$ cat src/rtl/range_pkg.sv
// rtl/range_pkg.sv - shared scan states, BCD digit type and RAM geometry
package range_pkg;

  localparam int RAM_WORDS_DEF     = 16;
  localparam int RAM_ADDR_BITS_DEF = 4;

  typedef logic [3:0] bcd_digit_t;

  typedef enum logic [2:0] {
    S_IDLE,
    S_ADDR,
    S_WAIT,
    S_CAPT,
    S_CONV,
    S_EMIT,
    S_DONE
  } scan_state_e;

  // One shift-add-3 step over {bcd[19:0], bin[15:0]}.
  function automatic logic [35:0] bcd_step(input logic [35:0] v);
    logic [35:0] t;
    bcd_digit_t  d;
    t = v;
    for (int i = 0; i < 5; i++) begin
      d = t[16+4*i +: 4];
      if (d >= 4'd5) t[16+4*i +: 4] = d + 4'd3;
    end
    return {t[34:0], 1'b0};
  endfunction

endpackage

$ cat src/rtl/bin2bcd16.sv
// rtl/bin2bcd16.sv - iterative 16-bit binary to five-digit BCD converter
module bin2bcd16
  import range_pkg::*;
(
  input  logic        clk,
  input  logic        reset_n,
  input  logic        start,
  input  logic [15:0] bin,
  output logic        done,
  output logic [19:0] bcd
);

  logic [35:0] sh_q, sh_d;
  logic [3:0]  cnt_q, cnt_d;
  logic        run_q, run_d;

  // done marks the cycle whose closing edge performs the final iteration.
  assign done = run_q && (cnt_q == 4'd15);
  assign bcd  = sh_q[35:16];

  always_comb begin
    sh_d  = sh_q;
    cnt_d = cnt_q;
    run_d = run_q;
    if (start) begin
      sh_d  = {20'd0, bin};
      cnt_d = 4'd0;
      run_d = 1'b1;
    end else if (run_q) begin
      sh_d  = bcd_step(sh_q);
      cnt_d = cnt_q + 4'd1;
      if (cnt_q == 4'd15) run_d = 1'b0;
    end
  end

  always_ff @(posedge clk) begin
    if (!reset_n) begin
      sh_q  <= '0;
      cnt_q <= '0;
      run_q <= 1'b0;
    end else begin
      sh_q  <= sh_d;
      cnt_q <= cnt_d;
      run_q <= run_d;
    end
  end

endmodule

$ cat src/rtl/range_scan.sv
// rtl/range_scan.sv - walks the count RAM, emits each count as BCD and tracks the maximum
module range_scan
  import range_pkg::*;
#(
  parameter int RAM_WORDS     = RAM_WORDS_DEF,
  parameter int RAM_ADDR_BITS = RAM_ADDR_BITS_DEF
) (
  input  logic                     clk,
  input  logic                     reset_n,
  input  logic                     go,
  input  logic                     rdone,
  output logic [RAM_ADDR_BITS-1:0] raddr,
  input  logic [15:0]              rcount,
  output logic                     out_valid,
  input  logic                     out_ready,
  output logic [RAM_ADDR_BITS-1:0] out_idx,
  output logic [19:0]              out_bcd,
  output logic [15:0]              max_count,
  output logic [RAM_ADDR_BITS-1:0] max_idx,
  output logic                     busy,
  output logic                     scan_done,
  output logic                     abort
);

  scan_state_e              state_q, state_d;
  logic [RAM_ADDR_BITS-1:0] raddr_q, raddr_d;
  logic [15:0]              max_count_q, max_count_d;
  logic [RAM_ADDR_BITS-1:0] max_idx_q, max_idx_d;
  logic                     scan_done_q, scan_done_d;
  logic                     abort_q, abort_d;
  logic                     busy_s;
  logic                     conv_start;
  logic                     conv_done;
  logic [19:0]              conv_bcd;

  bin2bcd16 u_bin2bcd16 (
    .clk     (clk),
    .reset_n (reset_n),
    .start   (conv_start),
    .bin     (rcount),
    .done    (conv_done),
    .bcd     (conv_bcd)
  );

  assign busy_s    = (state_q != S_IDLE) && (state_q != S_DONE);
  assign busy      = busy_s;
  assign raddr     = raddr_q;
  assign out_valid = (state_q == S_EMIT);
  assign out_idx   = raddr_q;
  assign out_bcd   = conv_bcd;
  assign max_count = max_count_q;
  assign max_idx   = max_idx_q;
  assign scan_done = scan_done_q;
  assign abort     = abort_q;

  always_comb begin
    state_d     = state_q;
    raddr_d     = raddr_q;
    max_count_d = max_count_q;
    max_idx_d   = max_idx_q;
    scan_done_d = scan_done_q;
    abort_d     = 1'b0;
    conv_start  = 1'b0;
    if (busy_s && !rdone) begin
      state_d = S_IDLE;
      abort_d = 1'b1;
    end else begin
      case (state_q)
        S_IDLE, S_DONE: begin
          if (go && rdone) begin
            state_d     = S_ADDR;
            raddr_d     = '0;
            max_count_d = '0;
            max_idx_d   = '0;
            scan_done_d = 1'b0;
          end
        end
        S_ADDR: state_d = S_WAIT;
        S_WAIT: state_d = S_CAPT;
        S_CAPT: begin
          // Strict compare so an equal later count keeps the earlier index.
          conv_start = 1'b1;
          if (rcount > max_count_q) begin
            max_count_d = rcount;
            max_idx_d   = raddr_q;
          end
          state_d = S_CONV;
        end
        S_CONV: if (conv_done) state_d = S_EMIT;
        S_EMIT: begin
          if (out_ready) begin
            if (raddr_q == RAM_ADDR_BITS'(RAM_WORDS - 1)) begin
              state_d     = S_DONE;
              scan_done_d = 1'b1;
            end else begin
              state_d = S_ADDR;
              raddr_d = raddr_q + 1'b1;
            end
          end
        end
        default: state_d = S_IDLE;
      endcase
    end
  end

  always_ff @(posedge clk) begin
    if (!reset_n) begin
      state_q     <= S_IDLE;
      raddr_q     <= '0;
      max_count_q <= '0;
      max_idx_q   <= '0;
      scan_done_q <= 1'b0;
      abort_q     <= 1'b0;
    end else begin
      state_q     <= state_d;
      raddr_q     <= raddr_d;
      max_count_q <= max_count_d;
      max_idx_q   <= max_idx_d;
      scan_done_q <= scan_done_d;
      abort_q     <= abort_d;
    end
  end

endmodule
$ cat config.mk
export PLATFORM = sky130hd
export DESIGN_NAME = range_scan
export DESIGN_NICKNAME = d
export VERILOG_FILES = /design/src/rtl/range_pkg.sv /design/src/rtl/bin2bcd16.sv /design/src/rtl/range_scan.sv
export SDC_FILE = /design/constraint.sdc
export NUM_CORES = 1
export LEC_CHECK = 0
export CELL_PAD_IN_SITES_DETAIL_PLACEMENT = 2
export CELL_PAD_IN_SITES_GLOBAL_PLACEMENT = 2
export CORE_UTILIZATION = 25
export CTS_CLUSTER_DIAMETER = 100
export DETAILED_ROUTE_END_ITERATION = 8
export PLACE_DENSITY_LB_ADDON = 0.12
export RECOVER_POWER = 50
export SYNTH_ARGS = -nofsm -noshare
export SYNTH_HDL_FRONTEND = slang
export SYNTH_SLANG_ARGS = --single-unit
$ cat constraint.sdc
create_clock -name clk -period 2.7 [get_ports clk]
set_input_delay 0.27 -clock clk [delete_from_list [all_inputs] [get_ports clk]]
set_output_delay 0.27 -clock clk [all_outputs]
set_load 0.02 [all_outputs]
==> metrics.md, run 1 <==
| Metric | Value |
|---|---|
| Outcome | `finished, final reports clean` |
| Clk pin slew, worst setup/hold paths | `approximately 0.05 ns` |
| Post-synthesis cell area | `slightly below 4000 um2` |
| Slew Limit Fails | `0` |
| Placed Area | `approximately 4800 um2` |
| Rows | `between 40 and 50` |
| Final setup fails | `0` |
| Die Span X | `between 100 and 150 um` |
| Fillers | `approximately 1.7k` |
| Most common cell in the netlist | `nand2_1` |
| Synthesis-to-finish area growth | `27.55%` |
| CTS Sinks | `70` |
| Crit path to | `max_count[4]$_SDFFE_PN0P_` |
| Postcts setup bufs | `0` |
| FF-to-FF setup slack | `0.37 ns` |
| Critical path fanouts, max | `10` |
| Final Net Count | `approximately 560` |
| Post-route design area | `between 5000 and 6000 um2` |
| First-pass GRT wire length | `approximately 17000 um` |
| Worst setup SP type | `register` |
| Clock buffer count from CTS | `9` |
| Boundary Pins | `73` |
| Number of antenna diodes | `0` |
| Most common flop cell mapped by yosys | `dfxtp_1` |
| RSZ-0062 raised after global routing | `false` |
| Max_cap viols | `0` |
| Port bufs | `72` |
| DIE HEIGHT | `127.7 um` |
| Post-cts resize count | `0` |
| WL/cell | `roughly 15 um` |
| Hold buffers post-CTS | `0` |
| Total power | `2.352 mW` |
| Commonest cells post-synth | `nand2_1, dfxtp_1, mux2i_1` |
| Hold wc startpoint | `max_idx[0]$_SDFFE_PN0P_` |
| Antenna violations before repair | `0` |
| Total GRT Usage | `between 10% and 20%` |
| Area leader, netlist | `dfxtp_1` |
| CP Launch Point | `max_count[13]$_SDFFE_PN0P_` |
| Vias in the first global route | `about 3.5k` |
| Seq/Total Area, Yosys | `around 35%` |
| Fmax | `~430 MHz` |
| Asr flop ratio synth | `0%` |
| CP endpoint kind | `register` |
| Grt met1 use | `between 15 and 20%` |
| Max rail drop VDD | `270.4 uV` |
| Drc violations | `0` |
| Post-Layout Cell Count | `between 700 and 800` |
| Max_slew headroom | `between 50% and 60%` |
| Worst hold slack | `around 0.46 ns` |
| Worst-margin pin slew | `slightly below 0.7 ns` |
| DP Wirelength | `7650 um` |
| RR Startpoint | `max_count[13]$_SDFFE_PN0P_` |
| Total Neg Setup Slack | `0 ns` |
| Worst Path Arrival | `roughly 2.6 ns` |
| Ratio of cells with drive above 1 in the final layout | `~6.4%` |
| Initial Util | `between 20% and 30%` |
| Crit path time final | `2.328 ns` |
| Placed Cells | `709` |
| Crit path kind | `register to register` |
| Cell count after synthesis | `~460` |
| Dominant cells by area after synthesis | `dfxtp_1, mux2i_1, ha_1, nand2_1, buf_4` |
| R2R depth | `8` |
| Type of the worst min-delay path | `register to register` |
| Syn Area/Cell | `between 8 and 9 um2` |
| Busiest grt layer | `met2` |
| Routability cong. | `around 0.68` |
| Netlist cell types | `46` |
| Count of flip-flops with a built-in enable after synthesis | `0` |
| Antenna viol nets, final | `0` |
| CORE AREA | `roughly 15000 um2` |
| Setup Skew | `0.005308 ns` |
| WP data required | `2.97 ns` |
| Leakage | `2.133 nW` |
| Initial drt markers | `63` |
| Reg-to-Reg End | `max_count[4]$_SDFFE_PN0P_` |
| Initial DRT Pass Iterations | `4` |
| Yosys reg bits | `70` |
| Yosys warns | `0` |
| GR Util met2 | `between 20% and 30%` |
| Total wire length | `10510 um` |
| Largest net degree at the start of global routing | `44` |
| Die area | `around 16000 um2` |
| Vias | `roughly 3.3k` |
| Worst skew pair latency | `around 0.34 ns` |
| Clk root buf | `clkbuf_16` |
| Final period util | `86.23%` |
| Synth top area share | `between 30 and 40%` |
| Final hold violation count | `0` |
| Power Density | `466.7 nW/um2` |
| Vias per cell | `between 4 and 5` |
| Met3 GRT Util | `under 10%` |
| H-tree depth | `3` |
| Syn_nets | `510` |
| Clk buf depth | `2` |
| TritonCTS clock tree | `done` |
| Gr ovfl total | `0` |
## critical path, cell delays in order, from the launching register on
cell and delay (ns):
dfxtp_1 0.37, inv_1 0.06, ha_1 0.31, nand4_2 0.13
or4_4 0.56, a21o_1 0.20, a31oi_4 0.23, buf_12 0.19
mux2i_1 0.20
## report_power, final
| part | switching (mW) | total (mW) | internal [mW] |
|---|---|---|---|
| sequential | 0.00896 | 1.05 | 1.04 |
| combinational | 0.0971 | 0.182 | 0.0851 |
| clock | 0.436 | 1.12 | 0.685 |
| total | 0.542 | 2.35 | 1.81 |
## through the flow
stage / utilization, % / setup slack [ns]
3_5_place_dp: 31.16 / 0.001143
4_1_cts: 32.96 / 0.3264
5_1_grt: 32.91 / 0.2485
2_1_floorplan: - / 0.4650
3_3_place_gp: 31.16 / 0.07515
6_report: 32.91 / 0.3719
## cells by family (layout without fill, tap and decap cells)
logic type | count (synthesis) | count (layout) | share of synthesized area [%]
buffers and inverters | 78 | 129 | 10.13
and+or+nand+nor | 146 | 146 | 16.43
DFF | 70 | 70 | 35.47
adders and majority gates | 28 | 28 | 8.866
xor gates and xnor gates | 14 | 14 | 3.103
AOI/OAI and AO/OA | 77 | 77 | 13.81
muxes | 48 | 48 | 12.19
## cell type report
cell class                      count  area, um2  area share, %
Clock inverter                      1      5.005        0.09930
Tap cell                          211      264.0          5.238
Inverter                           30      112.6          2.234
Multi-Input combinational cell    313       2150          42.65
Clock buffer                       13      270.3          5.362
Timing Repair Buffer               85      835.8          16.58
Sequential cell                    70       1403          27.83
## metal layers
metal  vias to the layer above  share of wire (%)
met1                      1593                 44
met4                         0                1.5
met2                        48                 52
met5                         -                  0
li1                       1633                  -
met3                        12                3.2
## placed cells by master (no fill, tap or decap), drive strengths merged, types with 14 or more instances in the layout
master         netlist  routed
dlygate4sd3          0      50
o211a               15      15
clkbuf              18      15
o21ai               14      14
inv                 29      29
nor2                22      22
clkdlybuf4s50        0      22
a21oi               27      27
dfxtp               70      70
nand2               86      86
ha                  28      28
mux2i               47      47
## sequential cells by signal (all words and copies together), names as in the netlist
register / flops
scan_done: 1
u_bin2bcd16.sh_q: 36
u_bin2bcd16.run_q: 1
out_idx: 4
max_idx: 4
state_q: 3
abort: 1
max_count: 16
u_bin2bcd16.cnt_q: 4
## worst min-delay path by stage
| stage | endpoint | slack [ns] | cells after the start |
|---|---|---|---|
| final | max_idx[0]$_SDFFE_PN0P_ | 0.46 | 2 |
| after global routing | max_idx[1]$_SDFFE_PN0P_ | 0.50 | 2 |
| after global placement | max_idx[0]$_SDFFE_PN0P_ | 0.44 | 2 |
| after floorplan | max_count[10]$_SDFFE_PN0P_ | 0.41 | 2 |
| after CTS | max_idx[0]$_SDFFE_PN0P_ | 0.47 | 2 |
| after detailed placement | max_idx[0]$_SDFFE_PN0P_ | 0.46 | 2 |
(Power assumes the default switching activity.)
==> run 2: changes to the inputs <==
PLACE_DENSITY_LB_ADDON = 0.1   (was 0.12)
==> metrics.md, run 2 (synthesized netlist as in run 1, its figures left out) <==
| Metric | Value |
|---|---|
| Post-route design area | `around 5100 um2` |
| CP bufs+invs | `2` |
| Worst skew pair latency | `0.34 ns` |
| Type of the worst min-delay path | `register to register` |
| Postcts setup bufs | `0` |
| Antenna viol nets, final | `0` |
| Initial DRT Pass Iterations | `4` |
| Vias | `roughly 3.3k` |
| Setup WS pre-CTS | `-0.03837 ns` |
| Ratio of cells with drive above 1 in the final layout | `about 7%` |
| Hold buffers post-CTS | `0` |
| Power Density | `494.3 nW/um2` |
| Post-cts resize count | `0` |
| Number of antenna diodes | `0` |
| Worst setup margin | `about 0.33 ns` |
| Vias per cell | `4.576` |
| Crit-path slowest cell | `or4_4` |
| Clk root buf | `clkbuf_16` |
| Worst-margin pin slew | `between 0.7 and 0.8 ns` |
| First-pass GRT wire length | `17880 um` |
| Post-Layout Cell Count | `~730` |
| Largest Register | `u_bin2bcd16.sh_q` |
| Cells along the critical path | `clkdlybuf4s50_1, ha_1, nand4_1, or4_4, a21o_1, a31oi_4, buf_4, mux2i_1` |
| Max_cap viols | `0` |
| Crit path kind | `input port to register` |
| Synthesis-to-finish area growth | `29.01%` |
| CTS Sinks | `70` |
| Crit path time final | `approximately 2.4 ns` |
| CP endpoint kind | `register` |
| Critical path fanouts, max | `6` |
| Final period util | `87.74%` |
| Die Span X | `127.7 um` |
| Clk buf depth | `2` |
| DP Wirelength | `~7800 um` |
| Final Net Count | `560` |
| Flip-flop count of the largest register after layout | `36` |
| Multi-input combinational cell area | `between 2000 and 2500 um2` |
| Gr ovfl total | `0` |
| TritonCTS clock tree | `done` |
| Worst Path Arrival | `around 2.6 ns` |
| Drc violations | `0` |
| Worst setup SP type | `input port` |
| Initial Util | `roughly 26%` |
| Routability cong. | `slightly below 0.7` |
| Final setup fails | `0` |
| Initial drt markers | `just under 90` |
| Clock buffer count from CTS | `9` |
| Vias in the first global route | `around 3.5k` |
| Slew Limit Fails | `0` |
| Fmax | `about 420 MHz` |
| Clk pin slew, worst setup/hold paths | `about 0.05 ns` |
| Outcome | `finished, final reports clean` |
| CP top delay family | `simple AND/OR/NAND/NOR gates` |
| WP data required | `2.96 ns` |
| Seq. cell area | `between 1000 and 1500 um2` |
| Leakage | `2.166 nW` |
| DIE HEIGHT | `approximately 130 um` |
| Placed Cells | `roughly 710` |
| CORE AREA | `15310 um2` |
| Worst path max stage delay | `around 0.56 ns` |
| Fillers | `between 1.5k and 2k` |
| Final hold violation count | `0` |
| Boundary Pins | `between 70 and 80` |
| Max rail drop VDD | `between 200 and 300 uV` |
| Placed Area | `between 4000 and 5000 um2` |
| RSZ-0062 raised after global routing | `false` |
| H-tree depth | `3` |
| Max_slew headroom | `approximately half` |
| Most common cell after layout, fill and taps aside | `nand2_1` |
| WL/cell | `about 15 um` |
| Largest net degree at the start of global routing | `44` |
| Setup Skew | `0.005764 ns` |
| Total GRT Usage | `~14%` |
| Commonest cells after routing, fill and taps aside | `nand2_1, dfxtp_1, dlygate4sd3_1` |
| Port bufs | `slightly above 70` |
| Antenna violations before repair | `0` |
| Total wire length | `around 11000 um` |
| Die area | `around 16000 um2` |
| Rows | `45` |
## run 2: changes by cell type in the layout (fill, tap and decap cells not counted)
cell,delta
buf_4,+2
bufinv_16,+2
clkbuf_2,+2
clkbuf_8,-2
clkbuf_1,-1
clkinv_2,+1
dfxtp_1,+1
dfxtp_2,-1
## run 2: power breakdown
group,internal [mW],switching (mW)
clock network,0.831,0.456
registers,1.04,0.00888
logic,0.0864,0.0979
## run 2: stage by stage
stage / power [mW] / TNS (ns) / util [%] / hold slack [ns]
after CTS: 2.588 / 0 / 33.33 / 0.4817
after global routing: 2.643 / 0 / 33.28 / 0.4935
after floorplan: 1.167 / 0 / - / 0.4122
final: 2.520 / 0 / 33.28 / 0.4684
after global placement: 1.256 / 0 / 31.26 / 0.4513
after detailed placement: 1.262 / -0.1938 / 31.26 / 0.4706
## run 2: cell type report
class	count	area share (%)
Tap cell	211	5.179
Timing Repair Buffer	87	16.74
Sequential cell	70	27.49
Inverter	30	2.209
Multi-Input combinational cell	313	42.17
Clock buffer	12	4.836
Clock inverter	4	1.375
## run 2: worst min-delay path, delay by kind of cell, from the launching register on
kind	cells	cell delay (ns)
DFF	1	0.31
muxes	1	0.05
and+or+nand+nor	1	0.06
## run 2: worst paths after layout
check                             startpoint                 endpoint  slack [ns]  cells after the start
setup / recovery                   rcount[9]  max_idx[0]$_SDFFE_PN0P_        0.33                      8
hold / removal       max_idx[2]$_SDFFE_PN0P_  max_idx[2]$_SDFFE_PN0P_        0.47                      2
setup reg to reg  max_count[11]$_SDFFE_PN0P_  max_idx[0]$_SDFFE_PN0P_        0.34                      8
hold reg to reg      max_idx[2]$_SDFFE_PN0P_  max_idx[2]$_SDFFE_PN0P_        0.47                      2
## run 2: layer usage
| layer | track usage, % | up-vias | routed length, um |
|---|---|---|---|
| met4 | 4.360 | 0 | 134 |
| met1 | 16.03 | 1630 | 4628 |
| met5 | 0 | - | 0 |
| met2 | 25.38 | 47 | 5522 |
| met3 | 4.090 | 12 | 357 |
| li1 | - | 1638 | - |
